File: src/rtl/bp_mem_chan_mux_if.sv
// Bundle of upstream command/response channels and the downstream
// memory port of the memory channel mux.
interface bp_mem_chan_mux_if #(
  parameter int num_chan_p = 2,
  parameter int width_p    = 128
);
  logic [num_chan_p*width_p-1:0] cmd_i;
  logic [num_chan_p-1:0]         cmd_v_i;
  logic [num_chan_p-1:0]         cmd_ready_o;
  logic [width_p-1:0]            cmd_o;
  logic                          cmd_v_o;
  logic                          cmd_yumi_i;
  logic [width_p-1:0]            resp_i;
  logic                          resp_v_i;
  logic                          resp_ready_o;
  logic [width_p-1:0]            resp_o;
  logic [num_chan_p-1:0]         resp_v_o;
  logic [num_chan_p-1:0]         resp_yumi_i;
  logic                          err_o;

  modport slave (
    input  cmd_i, cmd_v_i, cmd_yumi_i,
    input  resp_i, resp_v_i, resp_yumi_i,
    output cmd_ready_o, cmd_o, cmd_v_o,
    output resp_ready_o, resp_o, resp_v_o,
    output err_o
  );

  modport master (
    output cmd_i, cmd_v_i, cmd_yumi_i,
    output resp_i, resp_v_i, resp_yumi_i,
    input  cmd_ready_o, cmd_o, cmd_v_o,
    input  resp_ready_o, resp_o, resp_v_o,
    input  err_o
  );
endinterface

File: src/rtl/bp_mem_chan_mux.sv
// Round-robin mux of N command channels onto one memory port, with
// in-order responses routed back to the issuing channel by tag FIFO.
module bp_mem_chan_mux #(
  parameter int num_chan_p = 2,
  parameter int width_p    = 128,
  parameter int els_p      = 4
) (
  input logic              clk_i,
  input logic              reset_n_i,
  bp_mem_chan_mux_if.slave bus
);
  localparam int id_w  = $clog2(num_chan_p);
  localparam int cnt_w = $clog2(els_p + 1);
  localparam int ptr_w = (els_p > 1) ? $clog2(els_p) : 1;

  typedef logic [id_w-1:0]  id_t;
  typedef logic [cnt_w-1:0] cnt_t;
  typedef logic [ptr_w-1:0] ptr_t;

  localparam id_t  last_id  = id_t'(num_chan_p - 1);
  localparam cnt_t max_cnt  = cnt_t'(els_p);
  localparam ptr_t last_ptr = ptr_t'(els_p - 1);

  logic                  cmd_v_r;
  logic [width_p-1:0]    cmd_r;
  logic [width_p-1:0]    resp_r;
  logic [num_chan_p-1:0] resp_v_r;
  cnt_t                  cnt_r;
  ptr_t                  wptr_r;
  ptr_t                  rptr_r;
  id_t                   last_r;
  logic                  err_r;
  id_t                   tags_r [els_p];

  logic                  cmd_fire;
  logic                  resp_full;
  logic                  resp_hit;
  logic                  resp_acc;
  logic                  resp_ready;
  logic                  room;
  logic                  found;
  logic                  grant;
  logic                  bad;
  cnt_t                  unans;
  id_t                   scan;
  id_t                   win;
  logic [num_chan_p-1:0] ready;
  logic [num_chan_p-1:0] head_oh;

  // Credit and handshake qualifiers derived from current state.
  always_comb begin
    cmd_fire   = cmd_v_r & bus.cmd_yumi_i;
    resp_full  = |resp_v_r;
    resp_hit   = |(bus.resp_yumi_i & resp_v_r);
    unans      = cnt_r - cnt_t'(cmd_v_r)
               - cnt_t'(resp_full);
    room       = reset_n_i
               & (~cmd_v_r | cmd_fire)
               & (cnt_r < max_cnt);
    resp_ready = reset_n_i & ~resp_full
               & (unans != '0);
    resp_acc   = bus.resp_v_i & resp_ready;
    bad        = (bus.resp_v_i & (unans == '0))
               | (|(bus.resp_yumi_i & ~resp_v_r))
               | (bus.cmd_yumi_i & ~cmd_v_r);
  end

  // Round-robin search starting one past the last granted channel.
  always_comb begin
    found = 1'b0;
    win   = last_r;
    scan  = last_r;
    for (int k = 0; k < num_chan_p; k++) begin
      scan = (scan == last_id) ? '0 : scan + 1'b1;
      if (!found && bus.cmd_v_i[scan]) begin
        found = 1'b1;
        win   = scan;
      end
    end
    grant = found & room;
    ready = '0;
    if (grant) ready[win] = 1'b1;
  end

  // One-hot of the channel owning the oldest unanswered command.
  always_comb begin
    head_oh = '0;
    head_oh[tags_r[rptr_r]] = 1'b1;
  end

  // Control state: valids, credit count, tag pointers, arbiter, error.
  always_ff @(posedge clk_i) begin
    if (!reset_n_i) begin
      cmd_v_r  <= 1'b0;
      resp_v_r <= '0;
      cnt_r    <= '0;
      wptr_r   <= '0;
      rptr_r   <= '0;
      last_r   <= last_id;
      err_r    <= 1'b0;
    end else begin
      if (grant) begin
        cmd_v_r <= 1'b1;
        last_r  <= win;
        wptr_r  <= (wptr_r == last_ptr) ? '0 : wptr_r + 1'b1;
      end else if (cmd_fire) begin
        cmd_v_r <= 1'b0;
      end
      if (resp_acc) begin
        resp_v_r <= head_oh;
      end else if (resp_hit) begin
        resp_v_r <= '0;
        rptr_r   <= (rptr_r == last_ptr) ? '0 : rptr_r + 1'b1;
      end
      unique case ({grant, resp_hit})
        2'b10:   cnt_r <= cnt_r + 1'b1;
        2'b01:   cnt_r <= cnt_r - 1'b1;
        default: cnt_r <= cnt_r;
      endcase
      err_r <= err_r | bad;
    end
  end

  // Payload registers and tag storage carry no reset.
  always_ff @(posedge clk_i) begin
    if (grant) begin
      cmd_r          <= bus.cmd_i[win*width_p +: width_p];
      tags_r[wptr_r] <= win;
    end
    if (resp_acc) resp_r <= bus.resp_i;
  end

  assign bus.cmd_ready_o  = ready;
  assign bus.cmd_o        = cmd_r;
  assign bus.cmd_v_o      = cmd_v_r;
  assign bus.resp_ready_o = resp_ready;
  assign bus.resp_o       = resp_r;
  assign bus.resp_v_o     = resp_v_r;
  assign bus.err_o        = err_r;
endmodule

File: src/flat_wrapper.sv
// flat-port wrapper written by rule: the top's interface ports become plain ports
module bp_mem_chan_mux_flat 
#(
  parameter int num_chan_p = 2,
  parameter int width_p    = 128,
  parameter int els_p      = 4
)
  (clk_i, reset_n_i, bus_cmd_i, bus_cmd_v_i, bus_cmd_yumi_i, bus_resp_i, bus_resp_v_i, bus_resp_yumi_i, bus_cmd_ready_o, bus_cmd_o, bus_cmd_v_o, bus_resp_ready_o, bus_resp_o, bus_resp_v_o, bus_err_o);
  bp_mem_chan_mux_if #(.num_chan_p(num_chan_p), .width_p(width_p)) bus_i ();
  input logic clk_i;
  input logic reset_n_i;
  input wire logic [$bits(bus_i.cmd_i)-1:0] bus_cmd_i;
  input wire logic [$bits(bus_i.cmd_v_i)-1:0] bus_cmd_v_i;
  input wire logic [$bits(bus_i.cmd_yumi_i)-1:0] bus_cmd_yumi_i;
  input wire logic [$bits(bus_i.resp_i)-1:0] bus_resp_i;
  input wire logic [$bits(bus_i.resp_v_i)-1:0] bus_resp_v_i;
  input wire logic [$bits(bus_i.resp_yumi_i)-1:0] bus_resp_yumi_i;
  output wire logic [$bits(bus_i.cmd_ready_o)-1:0] bus_cmd_ready_o;
  output wire logic [$bits(bus_i.cmd_o)-1:0] bus_cmd_o;
  output wire logic [$bits(bus_i.cmd_v_o)-1:0] bus_cmd_v_o;
  output wire logic [$bits(bus_i.resp_ready_o)-1:0] bus_resp_ready_o;
  output wire logic [$bits(bus_i.resp_o)-1:0] bus_resp_o;
  output wire logic [$bits(bus_i.resp_v_o)-1:0] bus_resp_v_o;
  output wire logic [$bits(bus_i.err_o)-1:0] bus_err_o;
  assign bus_i.cmd_i = bus_cmd_i;
  assign bus_i.cmd_v_i = bus_cmd_v_i;
  assign bus_i.cmd_yumi_i = bus_cmd_yumi_i;
  assign bus_i.resp_i = bus_resp_i;
  assign bus_i.resp_v_i = bus_resp_v_i;
  assign bus_i.resp_yumi_i = bus_resp_yumi_i;
  assign bus_cmd_ready_o = bus_i.cmd_ready_o;
  assign bus_cmd_o = bus_i.cmd_o;
  assign bus_cmd_v_o = bus_i.cmd_v_o;
  assign bus_resp_ready_o = bus_i.resp_ready_o;
  assign bus_resp_o = bus_i.resp_o;
  assign bus_resp_v_o = bus_i.resp_v_o;
  assign bus_err_o = bus_i.err_o;
  bp_mem_chan_mux #(.num_chan_p(num_chan_p), .width_p(width_p), .els_p(els_p)) u_core (.clk_i(clk_i), .reset_n_i(reset_n_i), .bus(bus_i));
endmodule
File: config.mk
export PLATFORM = sky130hd
export DESIGN_NAME = bp_mem_chan_mux_flat
export DESIGN_NICKNAME = d
export VERILOG_FILES = /design/src/rtl/bp_mem_chan_mux_if.sv /design/src/rtl/bp_mem_chan_mux.sv /design/src/flat_wrapper.sv
export SDC_FILE = /design/constraint.sdc
export NUM_CORES = 1
export LEC_CHECK = 0
export CAP_MARGIN = 10
export CORE_AREA = 2 2 258 260
export CTS_BUF_LIST = sky130_fd_sc_hd__clkbuf_8 sky130_fd_sc_hd__clkbuf_16
export CTS_CLUSTER_DIAMETER = 40
export DETAILED_ROUTE_END_ITERATION = 7
export DIE_AREA = 0 0 260 262
export DONT_BUFFER_PORTS = 1
export SYNTH_ARGS = -nofsm -noshare
export SYNTH_HDL_FRONTEND = slang
export SYNTH_SLANG_ARGS = --single-unit
File: constraint.sdc
create_clock -name clk_i -period 14.3 [get_ports clk_i]
set_input_delay 2.86 -clock clk_i [delete_from_list [all_inputs] [get_ports clk_i]]
set_output_delay 2.86 -clock clk_i [all_outputs]
set_load 0.05 [all_outputs]
## Word-level counts from Yosys, hierarchy flattened

Memories as Yosys holds them, arrays and structs flattened. A register that Yosys moved wholly into a read port is not among the register bits.
Cells that the tools add are included.

- Bitwise gates (word level): 19
- Shift operators: 1
- $add $sub $neg: 8
- Magnitude comparators: 7
- Equal/unequal tests: 4
- Mux-type cells: 26
- Reductions and logical operators: 13

Operators with widths:

| cell | count |
|---|---|
| variable part select 256 x 9 -> 128 bit | 1 |
| two-way mux 1 bit | 16 |
| two-way mux 2 bit | 7 |
| AND 1 bit | 9 |
| < comparator 1 x 2 -> 1 bit, second input constant | 4 |
| equality test 2 bit, second input constant | 3 |
| case mux 3 bit (2 select lines) | 1 |
| nonzero test 2 bit | 3 |
| OR reduction 2 bit | 3 |
| subtractor 3 x 1 -> 3 bit | 2 |
| adder 2 x 1 -> 2 bit, second input constant | 2 |
| AND 2 bit | 2 |
| bitwise OR 1 bit | 4 |
| adder 3 x 1 -> 3 bit, second input constant | 1 |
| logical AND 1 bit | 3 |
| zero test 3 bit | 1 |
| < comparator 3 bit, second input constant | 1 |
| NOT 1 bit | 3 |
| nonzero test 3 bit | 1 |
| subtractor 3 x 1 -> 3 bit, second input constant | 1 |
| adder 1 bit, second input constant | 2 |
| demux 1 bit (select 1 bit) | 2 |
| equality test 2 x 1 -> 1 bit, second input constant | 1 |
| greater-or-equal comparator 1 bit, second input constant | 2 |
| other kinds (3) | 3 |

- Memories: 1
- Logic and storage cells: 88
- Flip-flop bits (word level): 268
- Input port bits: 392
- RAM bits: 4

Memories:

| name | words | width | rd ports | clocked after Yosys merged registers in | write ports | line | text |
|---|---|---|---|---|---|---|---|
| u_core.tags_r | 4 | 1 | 1 | 1 | 1 | bp_mem_chan_mux.sv:33 | `id_t tags_r [els_p];` |

## Depth between registers and ports, before layout

- Depth in word-level cells: 13
- Gate-level depth with buffers: 9
- Mapped depth without buffers: 9

## Worst setup path after synthesis

Ideal clock, no wire load.

- Path type: in2reg
- Start point: input bus_resp_v_i
- End point: register u_core.resp_r[0], in the netlist u_core.bus.resp_o[0] (enable)
- Buffers on the path: 0
- Arrival: 9.433 ns
- Stages: 2
- Data required time: 13.605 ns
- Slack: 4.172 ns
- Path through: nand4bb_1 a31oi_1

- Word-level cells in the longest chain between the ends: 1

RTL lines:

| item | line | text |
|---|---|---|
| from (decl) | flat_wrapper.sv:16 | `input wire logic [$bits(bus_i.resp_v_i)-1:0] bus_resp_v_i;` |
| AND 1 bit | bp_mem_chan_mux.sv:62 | `resp_acc = bus.resp_v_i & resp_ready;` |
| via u_core.resp_acc | bp_mem_chan_mux.sv:38 | `logic resp_acc;` |
| to (signal assigned) | bp_mem_chan_mux.sv:130 | `if (resp_acc) resp_r <= bus.resp_i;` |
| to (decl) | bp_mem_chan_mux.sv:26 | `logic [width_p-1:0] resp_r;` |

The timed path passes the listed nets, and every way through them passes these cells.
A chain may end at the register's enable or synchronous reset.

## Worst setup path in the final report

- Start point: input reset_n_i
- End point: output bus_cmd_ready_o[1]

- Word-level cells in the longest chain between the ends: 4

RTL lines:

| item | line | text |
|---|---|---|
| from (decl) | flat_wrapper.sv:11 | `input logic reset_n_i;` |
| AND 1 bit | bp_mem_chan_mux.sv:58 | `& (~cmd_v_r \| cmd_fire)` |
| AND 1 bit | bp_mem_chan_mux.sv:59 | `& (cnt_r < max_cnt);` |
| AND 1 bit | bp_mem_chan_mux.sv:80 | `grant = found & room;` |
| two-way mux 2 bit | bp_mem_chan_mux.sv:82 | `if (grant) ready[win] = 1'b1;` |
| to (decl) | flat_wrapper.sv:18 | `output wire logic [$bits(bus_i.cmd_ready_o)-1:0] bus_cmd_ready_o;` |

Every way passes these cells.

==> flow_summary.json <==
{
  "die-area_um2": 68100,
  "synthesis.area_per_instance_um2": 21.3,
  "final_estimated_routing_congestion_in_global_placement": 0.953,
  "average_vias_per_placed_instance": 3.38,
  "grt_pass1_wl_um": 41300,
  "drtIter0Drc": 576,
  "synthSimpleGateAreaFrac_pct": 1.28,
  "netlist_top_cells_area": "sky130_fd_sc_hd__edfxtp_1 (74%), sky130_fd_sc_hd__mux2_4 (12%), sky130_fd_sc_hd__mux2_2 (4.4%)",
  "clock_insertion_delay_worst_skew_ns": 0.55,
  "postRouteWirelength_um": 34000,
  "grt_overflow_total": 0,
  "holdPathStages": 2,
  "top_level_ports": 655,
  "worst_setup_path_end_kind": "output pin",
  "ys_seq_elements": 274,
  "postCtsResizedCells": 0,
  "cts.sinks": 274,
  "route.detailed.drc": 0,
  "summed_instance_area_of_the_synthesized_netlist_um2": 10600,
  "max-clock-path-buffers": 3,
  "syn_nets": 900,
  "track_usage_pct": 8.99,
  "maximum_number_of_pins_on_one_net_before_global_route_repair": 107,
  "clock_tree_from_tritoncts": "done",
  "slew_violations": 0,
  "worst_pin_slew_ns": 1.18,
  "finalSetupViolCount": 0,
  "h-tree-depth": 2,
  "number_of_buffers_inserted_to_repair_setup_after_cts": 0,
  "synth_cell_types": 35,
  "core_um2": 65300,
  "regToRegStartpoint": "u_core.bus.resp_v_o[1]",
  "critPathRequiredTime_ns": 11.44,
  "layout-area-overhead-vs-synth_pct": 23.7,
  "dpl.hpwl_um": 27400,
  "wl_per_cell_um": 23.7,
  "min-delay-path-class": "reg2reg",
  "netlist_instances": 497,
  "std_cell_rows": 94,
  "place_area_um2": 11600,
  "synth_compound_gate_area_share_pct": 1.33,
  "antenna_violations_before_repair": 11,
  "final_common_cell": "sky130_fd_sc_hd__edfxtp_1",
  "holdCritStartpoint": "u_core.rptr_r[0]",
  "r2r_setup_slack_ns": 10.21,
  "ir_worst_vdd_v": 0.0000806,
  "die_y_um": 262,
  "final_cycle_utilization_of_the_critical_path_pct": 50.3,
  "layout.area.seq_um2": 8090,
  "layout_common_cells": "sky130_fd_sc_hd__edfxtp_1 (260), sky130_fd_sc_hd__mux2_4 (87), sky130_fd_sc_hd__clkbuf_16 (43), sky130_fd_sc_hd__mux2_2 (41), sky130_fd_sc_hd__inv_1 (18)",
  "setup_tns_ns": 0,
  "ff2ff_path_depth": 10,
  "area_of_the_multi_input_gates_um2": 2300,
  "crit_arrival_ns": 4.33,
  "main_combinational_cell_family_by_area_after_synthesis": "multiplexers",
  "die-width_um": 260,
  "ant_nets": 0,
  "timing.fmax_ghz": 0.139,
  "number_of_global_route_vias_before_repair": 5037,
  "count_of_warnings_emitted_by_yosys": 0,
  "timing.max_cap.violations": 0,
  "floorplan.initialDensity_pct": 16.2,
  "drtPass1Iterations": 5,
  "netlist.top_cell.by_area": "sky130_fd_sc_hd__edfxtp_1",
  "drive_above_1_share_pct": 37.1,
  "final_area_um2": 13100,
  "route.vias.total": 4849,
  "worst_slew_margin_rel_pct": 21.1,
  "nFillCells": 6912,
  "hold_violations": 0,
  "critPathMaxFanout": 12,
  "setup_repair_after_global_routing_missed_its_margin": "false",
  "power.density_cell_area_nw_per_um2": 225,
  "clk_pin_slew_worst_paths_ns": 0.05,
  "synth_area_in_adders_pct": 1.45,
  "timing.clock.skew_ns": 0.0159,
  "clock-root-buffer": "sky130_fd_sc_hd__clkbuf_16",
  "place.port_buffers": 0,
  "quantity_of_hold_fixing_buffers_added_after_cts": 0,
  "finalWorstPathRequiredPeriod_ns": 7.19,
  "worst_setup_path_start_kind": "primary input",
  "cellLeakagePower_nw": 4.45,
  "regToRegEndpoint": "u_core.bus.resp_o[103]",
  "tritoncts.num_buffers": 42,
  "yosys.area_share.xor_xnor_pct": 0.332,
  "synth.area.mux_share_pct": 17.1,
  "path_class": "in2out",
  "yosysSeqAreaShare_pct": 76.6,
  "finish.net_count": 932,
  "synth_top_area_share_pct": 73.9,
  "outcome": "complete, no violations"
}
[per-stage QoR]
step	utilization (%)	hold WS, ns	cells	power, mW	setup WS (ns)
floorplan	-	0.471	497	1.82	4.17
global placement	17.7	0.484	1349	1.89	7.12
detailed placement	17.7	0.517	1349	1.90	7.11
CTS	20.0	0.519	1425	2.99	7.11
global route	20.0	0.549	1433	3.05	7.07
finish	20.0	0.516	1434	2.94	7.11
[final cells by class]
| class | instances | share of cell area, % |
|---|---|---|
| flip-flops and latches | 274 | 61.9 |
| multi-input cells | 193 | 17.6 |
| well taps | 864 | 8.27 |
| clock buffers | 43 | 8.23 |
| clock inverters | 33 | 3.08 |
| inverters | 13 | 0.412 |
| repair buffers | 5 | 0.383 |
| diodes | 9 | 0.172 |
[logic make-up after synthesis]
logic type / after synthesis
mux: 131
xor+xnor: 4
buf+inv: 30
simple gates: 26
flops: 274
compound gates: 21
fa+ha+maj: 11
[where the power goes]
| group | internal, mW | switching (mW) |
|---|---|---|
| registers | 1.08 | 0.520 |
| clock network | 0.671 | 0.395 |
| logic | 0.104 | 0.168 |
| total | 1.86 | 1.08 |
[sequential cells by signal, indices dropped and copies added (netlist names), named ones only]
register and count:
u_core.bus.cmd_v_o 1, u_core.bus.resp_o 128, u_core.rptr_r 2, u_core.bus.err_o 1, u_core.cnt_r 3, u_core.tags_r 4
u_core.wptr_r 2, u_core.bus.cmd_o 128, u_core.last_r 1, u_core.bus.resp_v_o 2
[cells in the mapped netlist, drive strengths merged]
cell type	number
edfxtp	260
mux2	128
buf	16
dfxtp	14
inv	13
nor2	10
ha	9
a21oi	5
and2	4
nand2	4
a31oi	3
o211ai	3
or3	3
xnor2	3
a22oi	2
fa	2
mux2i	2
o21ai	2
o31ai	2
a21o	1
a32o	1
clkbuf	1
mux4	1
nand2b	1
nand3b	1
nand4	1
nand4bb	1
nor2b	1
o21bai	1
o2bb2ai	1
xor2	1
[critical path: stages]
cell                     delay (ns)
sky130_fd_sc_hd__inv_1         0.15
sky130_fd_sc_hd__or3_1         0.58
sky130_fd_sc_hd__nor2_1        0.74
[worst max path at each step]
stage,startpoint,end,slack [ns],cells past startpoint
floorplan,bus_resp_v_i,u_core.bus.resp_o[0],4.17,2
global placement,reset_n_i,bus_cmd_ready_o[1],7.12,3
detailed placement,reset_n_i,bus_cmd_ready_o[1],7.11,3
CTS,reset_n_i,bus_cmd_ready_o[1],7.11,3
global route,reset_n_i,bus_cmd_ready_o[1],7.07,3
finish,reset_n_i,bus_cmd_ready_o[1],7.11,3
[layer usage]
layer | global-route usage, % | vias up | routed length (um)
li1 | - | 2026 | -
met1 | 8.72 | 2314 | 11300
met2 | 15.8 | 443 | 17300
met3 | 4.34 | 62 | 4190
met4 | 4.68 | 4 | 1160
met5 | 0 | - | 27
Note: power is estimated with default switching activity, not from simulation.
